### config.mk
export PLATFORM = sky130hd
export DESIGN_NAME = reflet_timer_bank
export DESIGN_NICKNAME = d
export VERILOG_FILES = /design/src/rtl/reflet_timer_bank.sv
export SDC_FILE = /design/constraint.sdc
export NUM_CORES = 1
export LEC_CHECK = 0
export CAP_MARGIN = 40
export CORE_MARGIN = 10
export CORE_UTILIZATION = 30
export CTS_CLUSTER_SIZE = 12
export DETAILED_ROUTE_END_ITERATION = 12
export GPL_TIMING_DRIVEN = 1
export PLACE_DENSITY = 0.47
export SKIP_CTS_REPAIR_TIMING = 1
export SLEW_MARGIN = 20
export SYNTH_ARGS = -nofsm -noshare
export SYNTH_HDL_FRONTEND = slang
export SYNTH_SLANG_ARGS = --single-unit
### constraint.sdc
create_clock -name clk -period 9.15 [get_ports clk]
set_input_delay 2.2875 -clock clk [delete_from_list [all_inputs] [get_ports clk]]
set_output_delay 2.2875 -clock clk [all_outputs]
set_load 0.005 [all_outputs]
### src/rtl/reflet_timer_bank.sv
// Bank of independent down-counting timers behind a four-register-per-channel window.
// Each channel: prescaler, reload, count, one-shot/periodic mode and a level interrupt flag.
module reflet_timer_bank #(
  parameter int word_size = 16,
  parameter int channels  = 4,
  parameter int addr_size = $clog2(channels) + 2
) (
  input  logic                 clk,
  input  logic                 reset,
  input  logic [addr_size-1:0] addr,
  input  logic [word_size-1:0] data_in,
  input  logic                 write_en,
  output logic [word_size-1:0] data_out,
  output logic [channels-1:0]  interrupt
);

  logic [channels-1:0]  enable;
  logic [channels-1:0]  periodic;
  logic [channels-1:0]  irq_en;
  logic [channels-1:0]  flag;
  logic [word_size-1:0] prescale [channels];
  logic [word_size-1:0] reload   [channels];
  logic [word_size-1:0] count    [channels];
  logic [word_size-1:0] pc       [channels];

  logic [addr_size-1:0] sel_chan;
  logic [1:0]           sel_reg;
  logic                 sel_valid;
  logic [channels-1:0]  hit;
  logic [channels-1:0]  tick;
  logic [channels-1:0]  expire;
  logic [word_size-1:0] rd_data;

  // Shifting keeps the decode legal when there is only one channel (no channel field).
  assign sel_chan  = addr >> 2;
  assign sel_reg   = addr[1:0];
  assign sel_valid = {{(32-addr_size){1'b0}}, sel_chan} < 32'(channels);

  assign interrupt = flag & irq_en;

  always_comb begin
    hit    = '0;
    tick   = '0;
    expire = '0;
    for (int i = 0; i < channels; i++) begin
      hit[i]    = write_en && sel_valid && (sel_chan == addr_size'(i));
      tick[i]   = enable[i] && (pc[i] == prescale[i]);
      expire[i] = tick[i] && (count[i] == '0);
    end
  end

  always_comb begin
    rd_data = '0;
    if (sel_valid) begin
      for (int i = 0; i < channels; i++) begin
        if (sel_chan == addr_size'(i)) begin
          case (sel_reg)
            2'd0: rd_data[3:0] = {flag[i], irq_en[i], periodic[i], enable[i]};
            2'd1: rd_data = prescale[i];
            2'd2: rd_data = reload[i];
            default: rd_data = count[i];
          endcase
        end
      end
    end
  end

  always_ff @(posedge clk) begin
    if (reset) begin
      enable   <= '0;
      periodic <= '0;
      irq_en   <= '0;
      flag     <= '0;
      data_out <= '0;
      for (int i = 0; i < channels; i++) begin
        prescale[i] <= '0;
        reload[i]   <= '0;
        count[i]    <= '0;
        pc[i]       <= '0;
      end
    end else begin
      data_out <= rd_data;
      for (int i = 0; i < channels; i++) begin
        // A config write always decides enable, so it overrides a one-shot expiry.
        if (hit[i] && sel_reg == 2'd0) begin
          enable[i]   <= data_in[0];
          periodic[i] <= data_in[1];
          irq_en[i]   <= data_in[2];
        end else if (expire[i] && !periodic[i]) begin
          enable[i] <= 1'b0;
        end

        if (expire[i])
          flag[i] <= 1'b1;
        else if (hit[i] && sel_reg == 2'd0 && data_in[3])
          flag[i] <= 1'b0;

        if ((hit[i] && sel_reg == 2'd0) || !enable[i] || tick[i])
          pc[i] <= '0;
        else
          pc[i] <= pc[i] + 1'b1;

        if (hit[i] && sel_reg == 2'd1)
          prescale[i] <= data_in;
        if (hit[i] && sel_reg == 2'd2)
          reload[i] <= data_in;

        if (hit[i] && sel_reg == 2'd3)
          count[i] <= data_in;
        else if (tick[i]) begin
          if (count[i] == '0)
            count[i] <= periodic[i] ? reload[i] : '0;
          else
            count[i] <= count[i] - 1'b1;
        end
      end
    end
  end

endmodule

==> flow_metrics.py <==
metrics = {
    "outcome": {
        "outcome": "completed",
    },
    "power_and_ir_drop": {
        "p_total_mw": 3.31,
        "powerDensity_nw_per_um2": 173,
        "comb_power_share_pct": 9.3,
        "leakage_nw": 6.48,
        "ir_drop_mv": 0.0987,
        "seqPwrFrac_pct": 47.4,
        "netSwitchingFraction_pct": 25.3,
        "clkPwrFrac_pct": 43.4,
        "p_switching_mw": 0.839,
        "power.internal_mw": 2.47,
    },
    "synthesis": {
        "synth_mux_area_share_pct": 7.88,
        "ys.flop_type": "edfxtp_1",
        "syn_inst": 1547,
        "synth_top_area_share_pct": 46.9,
        "synth_top_family_by_area": "simple AND/OR/NAND/NOR gates",
        "ys.warnings.count": 0,
        "synth_top_area_cell": "edfxtp_1",
        "synth-seq-area-share_pct": 50.8,
        "async_reset_ff_share_pct": 0,
        "ys_ff_latch": 288,
        "synth_fa_ha_area_share_pct": 0.610,
        "synth_compound_area_share_pct": 9.27,
        "yosysUniqueCellTypes": 66,
        "synth_area_leaders": "edfxtp_1, xnor2_1, and2_1",
        "synth-edff-count": 256,
        "syn_avg_cell_area_sq_um": 10.6,
        "synth_xor_xnor_area_share_pct": 8.92,
        "synth_area_sq_um": 16400,
        "yosys.area_share.simple_pct": 19.3,
    },
    "floorplanning": {
        "core_sq_um": 54000,
        "ios": 43,
        "num_rows": 85,
        "dieArea_sq_um": 64400,
        "start_util_pct": 30.4,
        "die_h_um": 254,
        "die_w_um": 254,
    },
    "min_path": {
        "hold_class": "reg2reg",
    },
    "detailed_routing": {
        "wire_per_inst_um": 21.9,
        "ant_nets": 0,
        "first_iter_violations": 1122,
        "vias": 12200,
        "viasPerCell": 5.18,
        "drt_wl_total_um": 51600,
        "drc": 0,
        "drt_pass1_iterations": 5,
    },
    "final_layout": {
        "final_cell_mix": "edfxtp_1, nor2_1, and2_1",
        "num-fill-cells": 5384,
        "layout_commonest_cell": "edfxtp_1",
        "area_delta_synth_final_pct": 16.7,
        "seqCellArea_sq_um": 8330,
        "nets": 1659,
        "multiInputGateArea_sq_um": 7810,
        "drive_gt1_share_pct": 11.8,
        "n_antenna_cell": 0,
    },
    "critical_path": {
        "critPathLaunchType": "input pin",
        "critical_path_arrival_ns": 5.41,
        "rrSetupSlack_ns": 6.09,
        "setup.worst_path.class": "in2reg",
        "required_ns": 9.54,
        "path_max_fanout": 60,
        "worst_setup_path_end_kind": "flip-flop",
    },
    "timing": {
        "worst_slew_pin_slew_ns": 0.850,
        "finalMaxSlewViolations": 0,
        "finalCritPeriodShare_pct": 54.8,
        "grt_setup_unrepaired": "false",
        "setup-violations-final": 0,
        "maxSlewHeadroom_pct": 43.2,
        "finalSetupTns_ns": 0,
        "hold_viol": 0,
        "fin_crit_ns": 5.02,
        "fin_hold_ws_ns": 0.491,
        "finClkSkew_ns": 0.0139,
        "max_freq_mhz": 199,
    },
    "clock_network": {
        "clock-sinks": 288,
        "cts-root-buf": "clkbuf_16",
        "cts_max_level": 2,
        "cts.clk_slew.worst_paths_ns": 0.05,
        "clockBufferDepth": 3,
        "cts_buffers": 37,
        "clk_latency_ns": 0.55,
        "cts_tree": "done",
    },
    "global_routing": {
        "grt_start_max_net_pins": 61,
        "grt_pass1_wl_um": 77400,
        "grt_pass1_vias": 11800,
        "grt.overflow.total": 0,
        "antenna_found_initial": 7,
        "track_usage_pct": 16.0,
    },
    "placed_design": {
        "hpwl_um": 37300,
        "globalplace.congestion": 0.856,
        "io_buffers": 42,
    },
    "run": {
        "cap_violations": 0,
    },
}
worst max-delay path: stages:
cell and delay (ns):
buf_2 0.09, buf_4 0.53, nand3b_1 0.43, or2_2 0.22
nor4b_1 0.42, nand2_1 0.63, or3b_2 0.66, a21oi_1 0.12
registers in the layout, indices dropped and copies added (netlist names):
name,flops
data_out,16
pc,64
flag,4
enable,4
count,64
periodic,4
prescale,64
reload,64
irq_en,4
area by class of cell:
cell class	instances	share of cell area, %
Inverter	24	0.484
Tap cell	696	4.55
Clock buffer	53	5.64
Timing Repair Buffer	87	4.50
Clock inverter	14	0.497
Multi-Input combinational cell	1190	40.8
Sequential cell	288	43.5
power groups by stage:
| stage | registers (mW) | clock network (mW) | logic (mW) |
|---|---|---|---|
| 4_1_cts | 1.57 | 1.48 | 0.307 |
| 2_1_floorplan | 1.57 | 0 | 0.184 |
| 3_3_place_gp | 1.59 | 0 | 0.294 |
| 5_1_grt | 1.58 | 1.52 | 0.331 |
| 3_5_place_dp | 1.59 | 0 | 0.306 |
| 6_report | 1.57 | 1.44 | 0.307 |
worst paths after layout:
path / start / end / depth (start not counted)
min: flag[3]$_SDFFE_PP0P_ / flag[3]$_SDFFE_PP0P_ / 2
max reg2reg: prescale[2][5]$_SDFFCE_PN0P_ / count[2][10]$_SDFFCE_PN0P_ / 6
min reg2reg: flag[3]$_SDFFE_PP0P_ / flag[3]$_SDFFE_PP0P_ / 2
max: addr[2] / count[2][10]$_SDFFCE_PN0P_ / 8
cell families (layout without fill, tap and decap cells):
| kind of cell | Yosys count | count (layout) |
|---|---|---|
| buffers and inverters | 132 | 178 |
| and+or+nand+nor | 613 | 613 |
| muxes | 103 | 103 |
| adders and majority gates | 8 | 8 |
| xor gates and xnor gates | 167 | 167 |
| DFF | 288 | 288 |
| AOI/OAI and AO/OA | 235 | 235 |
| other | 1 | 64 |
synthesized netlist by cell type, types with 38 or more instances:
| cell | number |
|---|---|
| a21oi_1 | 88 |
| a22oi_1 | 40 |
| and2_1 | 121 |
| clkbuf_1 | 92 |
| edfxtp_1 | 256 |
| mux2_2 | 49 |
| mux2i_1 | 38 |
| nand2_1 | 108 |
| nand3_1 | 54 |
| nor2_1 | 151 |
| nor3_1 | 41 |
| xnor2_1 | 106 |
| xor2_1 | 61 |
layer usage:
layer | track usage [%] | vias up | share of wire (%)
met3 | 3.70 | 74 | 7.2
met4 | 4.34 | 6 | 2.3
met5 | 0 | - | 0.066
met1 | 22.5 | 5960 | 47
li1 | - | 5742 | -
met2 | 24.0 | 392 | 43
through the flow:
step / setup slack (ns) / instance area, sq um / utilization (%) / cells
floorplan: 4.31 / 16600 / - / 1610
global placement: 3.72 / 17700 / 32.7 / 2264
finish: 4.13 / 19100 / 35.4 / 2352
CTS: 4.25 / 19100 / 35.4 / 2351
detailed placement: 3.68 / 18000 / 33.2 / 2284
global route: 3.94 / 19100 / 35.4 / 2352
(Power assumes the default switching activity.)
